$ cat src/rtl/lcd_pattern_gen_pkg.sv
// lcd_pkg: shared types, colour-bar table and sync-window helper for the LCD pattern generator.
// Rev 1.0
`default_nettype none

package lcd_pkg;

  typedef logic [23:0] rgb_t;

  typedef enum logic [1:0] {
    PM_BITWALK = 2'd0,
    PM_BARS    = 2'd1,
    PM_GRID    = 2'd2,
    PM_SOLID   = 2'd3
  } pattern_mode_t;

  localparam rgb_t BAR_TABLE [8] = '{
    24'hFFFFFF, 24'hFFFF00, 24'h00FFFF, 24'h00FF00,
    24'hFF00FF, 24'hFF0000, 24'h0000FF, 24'h000000
  };

  // True while cnt lies in [start, start+len-1]; the sum is widened so it cannot wrap.
  function automatic logic sync_window(input logic [15:0] cnt,
                                       input logic [15:0] start,
                                       input logic [15:0] len);
    return (cnt >= start) && ({1'b0, cnt} < ({1'b0, start} + {1'b0, len}));
  endfunction

endpackage

`default_nettype wire

$ cat src/rtl/lcd_pattern_gen_if.sv
// lcd_pattern_gen_if: control bundle from the key/register logic into the pattern generator.
// Rev 1.0
`default_nettype none

interface lcd_pattern_gen_if #(
  parameter int N_BOX = 4,
  parameter int CW    = 11
);
  logic [1:0]          mode;
  logic [23:0]         solid;
  logic [N_BOX-1:0]    box_en;
  logic [N_BOX*CW-1:0] box_x;
  logic [N_BOX*CW-1:0] box_y;
  logic [N_BOX*24-1:0] box_rgb;

  modport master (output mode, solid, box_en, box_x, box_y, box_rgb);
  modport slave  (input  mode, solid, box_en, box_x, box_y, box_rgb);
endinterface

`default_nettype wire

$ cat src/rtl/lcd_timing_gen.sv
// lcd_timing_gen: h/v raster counters with raw de/hs/vs and line/frame end strobes.
// Rev 1.0
`default_nettype none

module lcd_timing_gen
  import lcd_pkg::*;
#(
  parameter int H_ACTIVE = 800,
  parameter int H_FP     = 40,
  parameter int H_SYNC   = 48,
  parameter int H_BP     = 40,
  parameter int V_ACTIVE = 480,
  parameter int V_FP     = 13,
  parameter int V_SYNC   = 3,
  parameter int V_BP     = 29,
  parameter int CW       = 11
) (
  input  logic          clk,
  input  logic          rst_n,
  output logic [CW-1:0] h,
  output logic [CW-1:0] v,
  output logic          de,
  output logic          hs,
  output logic          vs,
  output logic          line_end,
  output logic          frame_end
);

  localparam int H_TOTAL = H_ACTIVE + H_FP + H_SYNC + H_BP;
  localparam int V_TOTAL = V_ACTIVE + V_FP + V_SYNC + V_BP;

  assign line_end  = (h == CW'(H_TOTAL - 1));
  assign frame_end = line_end && (v == CW'(V_TOTAL - 1));

  always_ff @(posedge clk or negedge rst_n) begin
    if (!rst_n) begin
      h <= '0;
      v <= '0;
    end else if (line_end) begin
      h <= '0;
      v <= frame_end ? '0 : v + CW'(1);
    end else begin
      h <= h + CW'(1);
    end
  end

  assign de = (h < CW'(H_ACTIVE)) && (v < CW'(V_ACTIVE));
  assign hs = ~sync_window(16'(h), 16'(H_ACTIVE + H_FP), 16'(H_SYNC));
  assign vs = ~sync_window(16'(v), 16'(V_ACTIVE + V_FP), 16'(V_SYNC));

endmodule

`default_nettype wire

$ cat src/rtl/lcd_pattern_gen.sv
// lcd_pattern_gen: parametrised LCD test-pattern source with frame-shadowed controls and box overlays.
// Rev 1.0
`default_nettype none

module lcd_pattern_gen
  import lcd_pkg::*;
#(
  parameter int H_ACTIVE   = 800,
  parameter int H_FP       = 40,
  parameter int H_SYNC     = 48,
  parameter int H_BP       = 40,
  parameter int V_ACTIVE   = 480,
  parameter int V_FP       = 13,
  parameter int V_SYNC     = 3,
  parameter int V_BP       = 29,
  parameter int CW         = 11,
  parameter int N_BOX      = 4,
  parameter int BOX_SIZE   = 40,
  parameter int GRID_PITCH = 32
) (
  input  logic               i_rgb_clk,
  input  logic               i_rgb_rst_n,
  lcd_pattern_gen_if.slave   ctrl,
  output rgb_t               o_lcd_rgb,
  output logic               o_lcd_hs,
  output logic               o_lcd_vs,
  output logic               o_lcd_de,
  output logic               o_lcd_clk,
  output logic               o_frame_start,
  output logic [15:0]        o_frame_cnt
);

  localparam int BW   = H_ACTIVE / 24;
  localparam int BARW = H_ACTIVE / 8;
  localparam logic [CW:0] BOX_LAST = (CW+1)'(BOX_SIZE - 1);

  logic [CW-1:0] h, v;
  logic          de, hs, vs, line_end, frame_end;

  lcd_timing_gen #(
    .H_ACTIVE(H_ACTIVE), .H_FP(H_FP), .H_SYNC(H_SYNC), .H_BP(H_BP),
    .V_ACTIVE(V_ACTIVE), .V_FP(V_FP), .V_SYNC(V_SYNC), .V_BP(V_BP),
    .CW(CW)
  ) u_timing (
    .clk(i_rgb_clk), .rst_n(i_rgb_rst_n),
    .h(h), .v(v), .de(de), .hs(hs), .vs(vs),
    .line_end(line_end), .frame_end(frame_end)
  );

  assign o_lcd_clk = ~i_rgb_clk;

  // Control shadows, only updated on the last counter position of a frame.
  pattern_mode_t       mode_sh;
  rgb_t                solid_sh;
  logic [N_BOX-1:0]    en_sh;
  logic [N_BOX*CW-1:0] bx_sh, by_sh;
  logic [N_BOX*24-1:0] brgb_sh;

  always_ff @(posedge i_rgb_clk or negedge i_rgb_rst_n) begin
    if (!i_rgb_rst_n) begin
      mode_sh  <= PM_BITWALK;
      solid_sh <= '0;
      en_sh    <= '0;
      bx_sh    <= '0;
      by_sh    <= '0;
      brgb_sh  <= '0;
    end else if (frame_end) begin
      mode_sh  <= pattern_mode_t'(ctrl.mode);
      solid_sh <= ctrl.solid;
      en_sh    <= ctrl.box_en;
      bx_sh    <= ctrl.box_x;
      by_sh    <= ctrl.box_y;
      brgb_sh  <= ctrl.box_rgb;
    end
  end

  // Pitch counters track h/v so bar index and grid phase need no divider.
  logic [CW-1:0] bw_cnt, cb_cnt, gx_cnt, gy_cnt;
  logic [4:0]    bw_idx;
  logic [2:0]    cb_idx;

  always_ff @(posedge i_rgb_clk or negedge i_rgb_rst_n) begin
    if (!i_rgb_rst_n) begin
      bw_cnt <= '0;
      bw_idx <= '0;
      cb_cnt <= '0;
      cb_idx <= '0;
      gx_cnt <= '0;
      gy_cnt <= '0;
    end else if (line_end) begin
      bw_cnt <= '0;
      bw_idx <= '0;
      cb_cnt <= '0;
      cb_idx <= '0;
      gx_cnt <= '0;
      if (frame_end || gy_cnt == CW'(GRID_PITCH - 1)) gy_cnt <= '0;
      else                                            gy_cnt <= gy_cnt + CW'(1);
    end else begin
      if (bw_cnt == CW'(BW - 1)) begin
        bw_cnt <= '0;
        if (bw_idx != 5'd23) bw_idx <= bw_idx + 5'd1;
      end else begin
        bw_cnt <= bw_cnt + CW'(1);
      end
      if (cb_cnt == CW'(BARW - 1)) begin
        cb_cnt <= '0;
        if (cb_idx != 3'd7) cb_idx <= cb_idx + 3'd1;
      end else begin
        cb_cnt <= cb_cnt + CW'(1);
      end
      gx_cnt <= (gx_cnt == CW'(GRID_PITCH - 1)) ? '0 : gx_cnt + CW'(1);
    end
  end

  rgb_t bg;

  always_comb begin
    bg = '0;
    case (mode_sh)
      PM_BITWALK: bg = 24'h800000 >> bw_idx;
      PM_BARS:    bg = BAR_TABLE[cb_idx];
      PM_GRID:    bg = (gx_cnt == '0 || gy_cnt == '0) ? 24'hFFFFFF : 24'h000000;
      PM_SOLID:   bg = solid_sh;
      default:    bg = '0;
    endcase
  end

  logic [N_BOX-1:0] hit;

  for (genvar k = 0; k < N_BOX; k++) begin : g_box
    logic [CW:0] bx0, by0, hx, vy;
    assign bx0 = {1'b0, bx_sh[k*CW +: CW]};
    assign by0 = {1'b0, by_sh[k*CW +: CW]};
    assign hx  = {1'b0, h};
    assign vy  = {1'b0, v};
    assign hit[k] = en_sh[k] && (hx >= bx0) && (hx <= bx0 + BOX_LAST)
                             && (vy >= by0) && (vy <= by0 + BOX_LAST);
  end

  // Stage 1
  rgb_t             bg1;
  logic [N_BOX-1:0] hit1;
  logic             de1, hs1, vs1, fs1;

  always_ff @(posedge i_rgb_clk or negedge i_rgb_rst_n) begin
    if (!i_rgb_rst_n) begin
      bg1  <= '0;
      hit1 <= '0;
      de1  <= 1'b0;
      hs1  <= 1'b1;
      vs1  <= 1'b1;
      fs1  <= 1'b0;
    end else begin
      bg1  <= bg;
      hit1 <= hit;
      de1  <= de;
      hs1  <= hs;
      vs1  <= vs;
      fs1  <= (h == '0) && (v == '0);
    end
  end

  // Descending scan so the lowest-index box is the one left standing.
  rgb_t pick;

  always_comb begin
    pick = bg1;
    for (int k = N_BOX - 1; k >= 0; k--) begin
      if (hit1[k]) pick = brgb_sh[k*24 +: 24];
    end
  end

  // Stage 2
  always_ff @(posedge i_rgb_clk or negedge i_rgb_rst_n) begin
    if (!i_rgb_rst_n) begin
      o_lcd_rgb     <= '0;
      o_lcd_de      <= 1'b0;
      o_lcd_hs      <= 1'b1;
      o_lcd_vs      <= 1'b1;
      o_frame_start <= 1'b0;
      o_frame_cnt   <= '0;
    end else begin
      o_lcd_rgb     <= de1 ? pick : '0;
      o_lcd_de      <= de1;
      o_lcd_hs      <= hs1;
      o_lcd_vs      <= vs1;
      o_frame_start <= fs1;
      if (fs1) o_frame_cnt <= o_frame_cnt + 16'd1;
    end
  end

endmodule

`default_nettype wire

$ cat src/flat_wrapper.sv
// flat-port wrapper written by rule: the top's interface ports become plain ports
module lcd_pattern_gen_flat import lcd_pkg::*;
#(
  parameter int H_ACTIVE   = 800,
  parameter int H_FP       = 40,
  parameter int H_SYNC     = 48,
  parameter int H_BP       = 40,
  parameter int V_ACTIVE   = 480,
  parameter int V_FP       = 13,
  parameter int V_SYNC     = 3,
  parameter int V_BP       = 29,
  parameter int CW         = 11,
  parameter int N_BOX      = 4,
  parameter int BOX_SIZE   = 40,
  parameter int GRID_PITCH = 32
)
  (i_rgb_clk, i_rgb_rst_n, o_lcd_rgb, o_lcd_hs, o_lcd_vs, o_lcd_de, o_lcd_clk, o_frame_start, o_frame_cnt, ctrl_mode, ctrl_solid, ctrl_box_en, ctrl_box_x, ctrl_box_y, ctrl_box_rgb);
  lcd_pattern_gen_if #(.N_BOX(N_BOX), .CW(CW)) ctrl_i ();
  input  logic i_rgb_clk;
  input  logic i_rgb_rst_n;
  output rgb_t o_lcd_rgb;
  output logic o_lcd_hs;
  output logic o_lcd_vs;
  output logic o_lcd_de;
  output logic o_lcd_clk;
  output logic o_frame_start;
  output logic [15:0] o_frame_cnt;
  input wire logic [$bits(ctrl_i.mode)-1:0] ctrl_mode;
  input wire logic [$bits(ctrl_i.solid)-1:0] ctrl_solid;
  input wire logic [$bits(ctrl_i.box_en)-1:0] ctrl_box_en;
  input wire logic [$bits(ctrl_i.box_x)-1:0] ctrl_box_x;
  input wire logic [$bits(ctrl_i.box_y)-1:0] ctrl_box_y;
  input wire logic [$bits(ctrl_i.box_rgb)-1:0] ctrl_box_rgb;
  assign ctrl_i.mode = ctrl_mode;
  assign ctrl_i.solid = ctrl_solid;
  assign ctrl_i.box_en = ctrl_box_en;
  assign ctrl_i.box_x = ctrl_box_x;
  assign ctrl_i.box_y = ctrl_box_y;
  assign ctrl_i.box_rgb = ctrl_box_rgb;
  lcd_pattern_gen #(.H_ACTIVE(H_ACTIVE), .H_FP(H_FP), .H_SYNC(H_SYNC), .H_BP(H_BP), .V_ACTIVE(V_ACTIVE), .V_FP(V_FP), .V_SYNC(V_SYNC), .V_BP(V_BP), .CW(CW), .N_BOX(N_BOX), .BOX_SIZE(BOX_SIZE), .GRID_PITCH(GRID_PITCH)) u_core (.i_rgb_clk(i_rgb_clk), .i_rgb_rst_n(i_rgb_rst_n), .ctrl(ctrl_i), .o_lcd_rgb(o_lcd_rgb), .o_lcd_hs(o_lcd_hs), .o_lcd_vs(o_lcd_vs), .o_lcd_de(o_lcd_de), .o_lcd_clk(o_lcd_clk), .o_frame_start(o_frame_start), .o_frame_cnt(o_frame_cnt));
endmodule
$ cat config.mk
export PLATFORM = sky130hd
export DESIGN_NAME = lcd_pattern_gen_flat
export DESIGN_NICKNAME = d
export VERILOG_FILES = /design/src/rtl/lcd_pattern_gen_pkg.sv /design/src/rtl/lcd_pattern_gen_if.sv /design/src/rtl/lcd_timing_gen.sv /design/src/rtl/lcd_pattern_gen.sv /design/src/flat_wrapper.sv
export SDC_FILE = /design/constraint.sdc
export NUM_CORES = 1
export LEC_CHECK = 0
export BUFFER_PORTS_ARGS = -buffer_cell sky130_fd_sc_hd__buf_2
export CAP_MARGIN = 20
export CORE_ASPECT_RATIO = 0.5
export CORE_MARGIN = 1.5
export CORE_UTILIZATION = 39
export CTS_CLUSTER_SIZE = 8
export DETAILED_ROUTE_END_ITERATION = 10
export SYNTH_ARGS = -nofsm -noshare
export SYNTH_HDL_FRONTEND = slang
export SYNTH_SLANG_ARGS = --single-unit
$ cat constraint.sdc
create_clock -name i_rgb_clk -period 3.3 [get_ports i_rgb_clk]
set_clock_uncertainty 0.05 [all_clocks]
set_input_delay 0.66 -clock i_rgb_clk [delete_from_list [all_inputs] [get_ports i_rgb_clk]]
set_output_delay 0.66 -clock i_rgb_clk [all_outputs]
set_load 0.05 [all_outputs]
==> flow_summary.toml <==
[timing]
slew_headroom_pct = 35.12
final-setup-viol-count = 0
hold_viol_final = 0
setup_tns_ps = 0
tightestPinTransition_ps = 965.8
final_max_slew_viol_count = 0
rsz0062_at_grt = "false"

[grt]
grt_overflow = 0
grt_pass1_wl_mm = 82.54
grt_pass1_vias = 15095
antenna_found_initial = 4
grt_max_degree = 82
track_usage_pct = 19.51

[floorplanning]
die_w_um = 326.1
rows = 58
coreArea_um2 = 50870
die_y_um = 164.6
io_pins = 261
dieArea_um2 = 53670
initial_utilization_pct = 40.03

[logic_synthesis]
yosysSeqAreaShare_pct = 44.76
yosysTopAreaCellShare_pct = 44.24
yosys_warnings = 0
postSynthCellCount = 1973
syn_area_per_cell_um2 = 10.32
synth_cell_type_count = 59
netlist_area_um2 = 20360
synth-edff-count = 0
synth_fp_nets = 2394
ys_seq_elements = 364
netlist_top_cells_area = "dfrtp_1, ha_1, mux2_2"
synth_top_area_cell = "dfrtp_1"
synth_top_flop_cell = "dfrtp_1"
synthArstFlopShare_pct = 100.0

[detailed_routing]
firstDrtPassIters = 5
wl_per_cell_um = 17.44
drc = 0
routed_wl_mm = 52.22
ant_nets = 0
via_per_inst = 5.112
dr_total_vias = 15310
dr.first_iter.drc_count = 805

[finish]
instances_no_fill = 2995
multi_input_area_um2 = 10530
drive_above_1_share_pct = 21.55
seqCellArea_um2 = 9114
fillerInstances = 4810
synthToLayoutAreaGrowth_pct = 19.00
finalNetCount = 2699

[worst_setup_path]
r2r_cells = 12
cp_max_fo = 15
r2r_start = "u_core.by_sh[22]"
critPathSlowestCell = "buf_2"
crit_top_cell = "clkbuf_16"
reg2reg_to = "u_core.hit1[2]"
criticalPathCategory = "clock port to primary output"
worstSetupStartpointType = "clock port"
crit_chain = "clkbuf_16 -> clkbuf_16 -> clkbuf_16 -> inv_1 -> buf_2"
path_buf_inv = 5
worstSetupStartpoint = "i_rgb_clk"
path_delay_family = "buffers and inverters"
cp-end-kind = "primary output"
crit_end = "o_lcd_clk"
worstPathRequired_ps = 2590
reg2reg_setup_slack_ps = 380
cp_num_cells = 5
cp.arrival_ps = 2510
slowest_delay_ps = 250

[clock_network]
numCtsBuffers = 51
hold_buffers = 1
cts.clk_slew.worst_paths_ps = 50
cts_root_buffer = "clkbuf_16"
postCtsSetupRepairBufs = 0
cts_resized = 0
cts-htree-levels = 2
cts_tree = "built"
cts.path.max_buffers = 3
clock_latency_ps = 590

[power_and_ir_drop]
p_leak_nw = 12.23
p_int_mw = 7.414
p_clk_share_pct = 51.1
max-vdd-ir-drop_mv = 0.3214
p_switching_mw = 2.210
comb_power_share_pct = 2.5
p_sw_share_pct = 22.96
power.density_nw_per_um2 = 397.1
seqPwrFrac_pct = 46.5

[run_status]
status = "completed"

[placement]
gp_congestion = 0.8531
dpl.cell_count = 2914
hpwlAfterDp_mm = 38.27
io_buffers = 260

[job]
drv_cap = 0

[min_path]
hold_start = "ctrl_box_y[42]"
hold_class = "primary input to register"
## layer usage
metal | global-route usage (%) | share of wire, % | up-vias
met5 | 0 | 0.021 | -
met1 | 25.66 | 45 | 7418
met3 | 3.255 | 3.9 | 65
met2 | 33.56 | 49 | 243
li1 | - | - | 7582
met4 | 4.947 | 1.8 | 2
## power groups by stage
stage               logic, mW  clock network (mW)  registers (mW)
floorplan             0.00245              0.0512            4.55
global placement        0.249              0.0615            4.54
detailed placement      0.251              0.0615            4.54
CTS                     0.254                5.07            4.47
global route            0.274                5.29            4.46
finish                  0.240                4.91            4.47
## layout make-up
type	instances	share of cell area, %
Antenna cell	3	0.03098
Timing Repair Buffer	313	7.642
Clock buffer	74	5.628
Multi-Input combinational cell	1436	43.47
Inverter	110	1.704
Clock inverter	5	0.3511
Tap cell	690	3.563
Sequential cell	364	37.61
## synth_stat cells, drive strengths merged, types with 31 or more instances
library cell	number
inv	111
ha	205
mux2i	53
nand4	47
nor2	98
xnor2	109
nand3	44
mux2	127
nand2	232
a21oi	46
o21ai	185
clkbuf	34
dfrtp	360
and2	31
## worst register-to-register path: cells and delay by family, from the launching register on
family	cells	cell delay (ps)
AO/OA/AOI/OAI	5	1090
adder cells (fa/ha/maj)	2	510
AND/OR/NAND/NOR	3	480
flip-flops	1	410
XOR/XNOR	1	140
buffers and inverters	1	130
## metrics by stage
step / utilization (%) / worst slack (ps) / area, um^2 / hold slack, ps / total power, mW
after floorplan: - / 643.9 / 20360 / 295.2 / 4.600
after detailed placement: 44.77 / 409.1 / 22770 / 299.3 / 4.857
after global routing: 47.63 / 22.81 / 24230 / 208.7 / 10.03
after global placement: 44.77 / 483.7 / 22770 / 297.6 / 4.856
final: 47.63 / 81.76 / 24230 / 228.4 / 9.623
after CTS: 47.62 / 50.51 / 24220 / 197.1 / 9.793
## flip-flops by register name (all words and copies together), names as in the netlist, 2 cells and up
signal              count
u_core.bg1             24
u_core.brgb_sh         96
u_core.bw_cnt          11
u_core.bw_idx           5
u_core.bx_sh           44
u_core.by_sh           44
u_core.cb_cnt          11
u_core.cb_idx           3
u_core.en_sh            4
u_core.gx_cnt          11
u_core.gy_cnt          11
u_core.hit1             4
u_core.mode_sh          2
u_core.o_frame_cnt     16
u_core.o_lcd_rgb       24
u_core.solid_sh        24
u_core.u_timing.h      11
u_core.u_timing.v      11
## cells by family after synthesis
kind of cell | after synthesis | share of synthesized area (%)
flops | 364 | 44.76
xor+xnor | 138 | 5.936
mux | 180 | 9.629
fa+ha+maj | 205 | 12.60
simple gates | 568 | 13.32
buf+inv | 173 | 3.558
compound gates | 345 | 10.21
## worst min-delay path by stage
stage | endpoint | slack [ps] | depth (start not counted)
after floorplan | u_core.o_lcd_hs | 300 | 0
after global placement | u_core.o_lcd_vs | 300 | 0
after detailed placement | u_core.o_lcd_vs | 300 | 0
after CTS | u_core.by_sh[10] | 200 | 3
after global routing | u_core.by_sh[42] | 210 | 3
final | u_core.by_sh[42] | 230 | 3
## cell usage in the layout (no fill, tap or decap), types with 22 or more instances in the layout
cell	n
clkbuf_1	22
ha_1	205
mux2i_1	53
xnor2_1	109
nand4_1	47
inv_1	111
nand3_1	44
buf_4	42
o21ai_1	49
mux2_2	121
o21ai_0	136
xor2_1	29
a21oi_1	46
a221o_1	24
clkbuf_16	51
nor3_1	29
and2_1	31
dfrtp_1	360
buf_2	259
nor2_1	98
nand2_1	232
No activity file was read; power rests on OpenSTA's default activity.
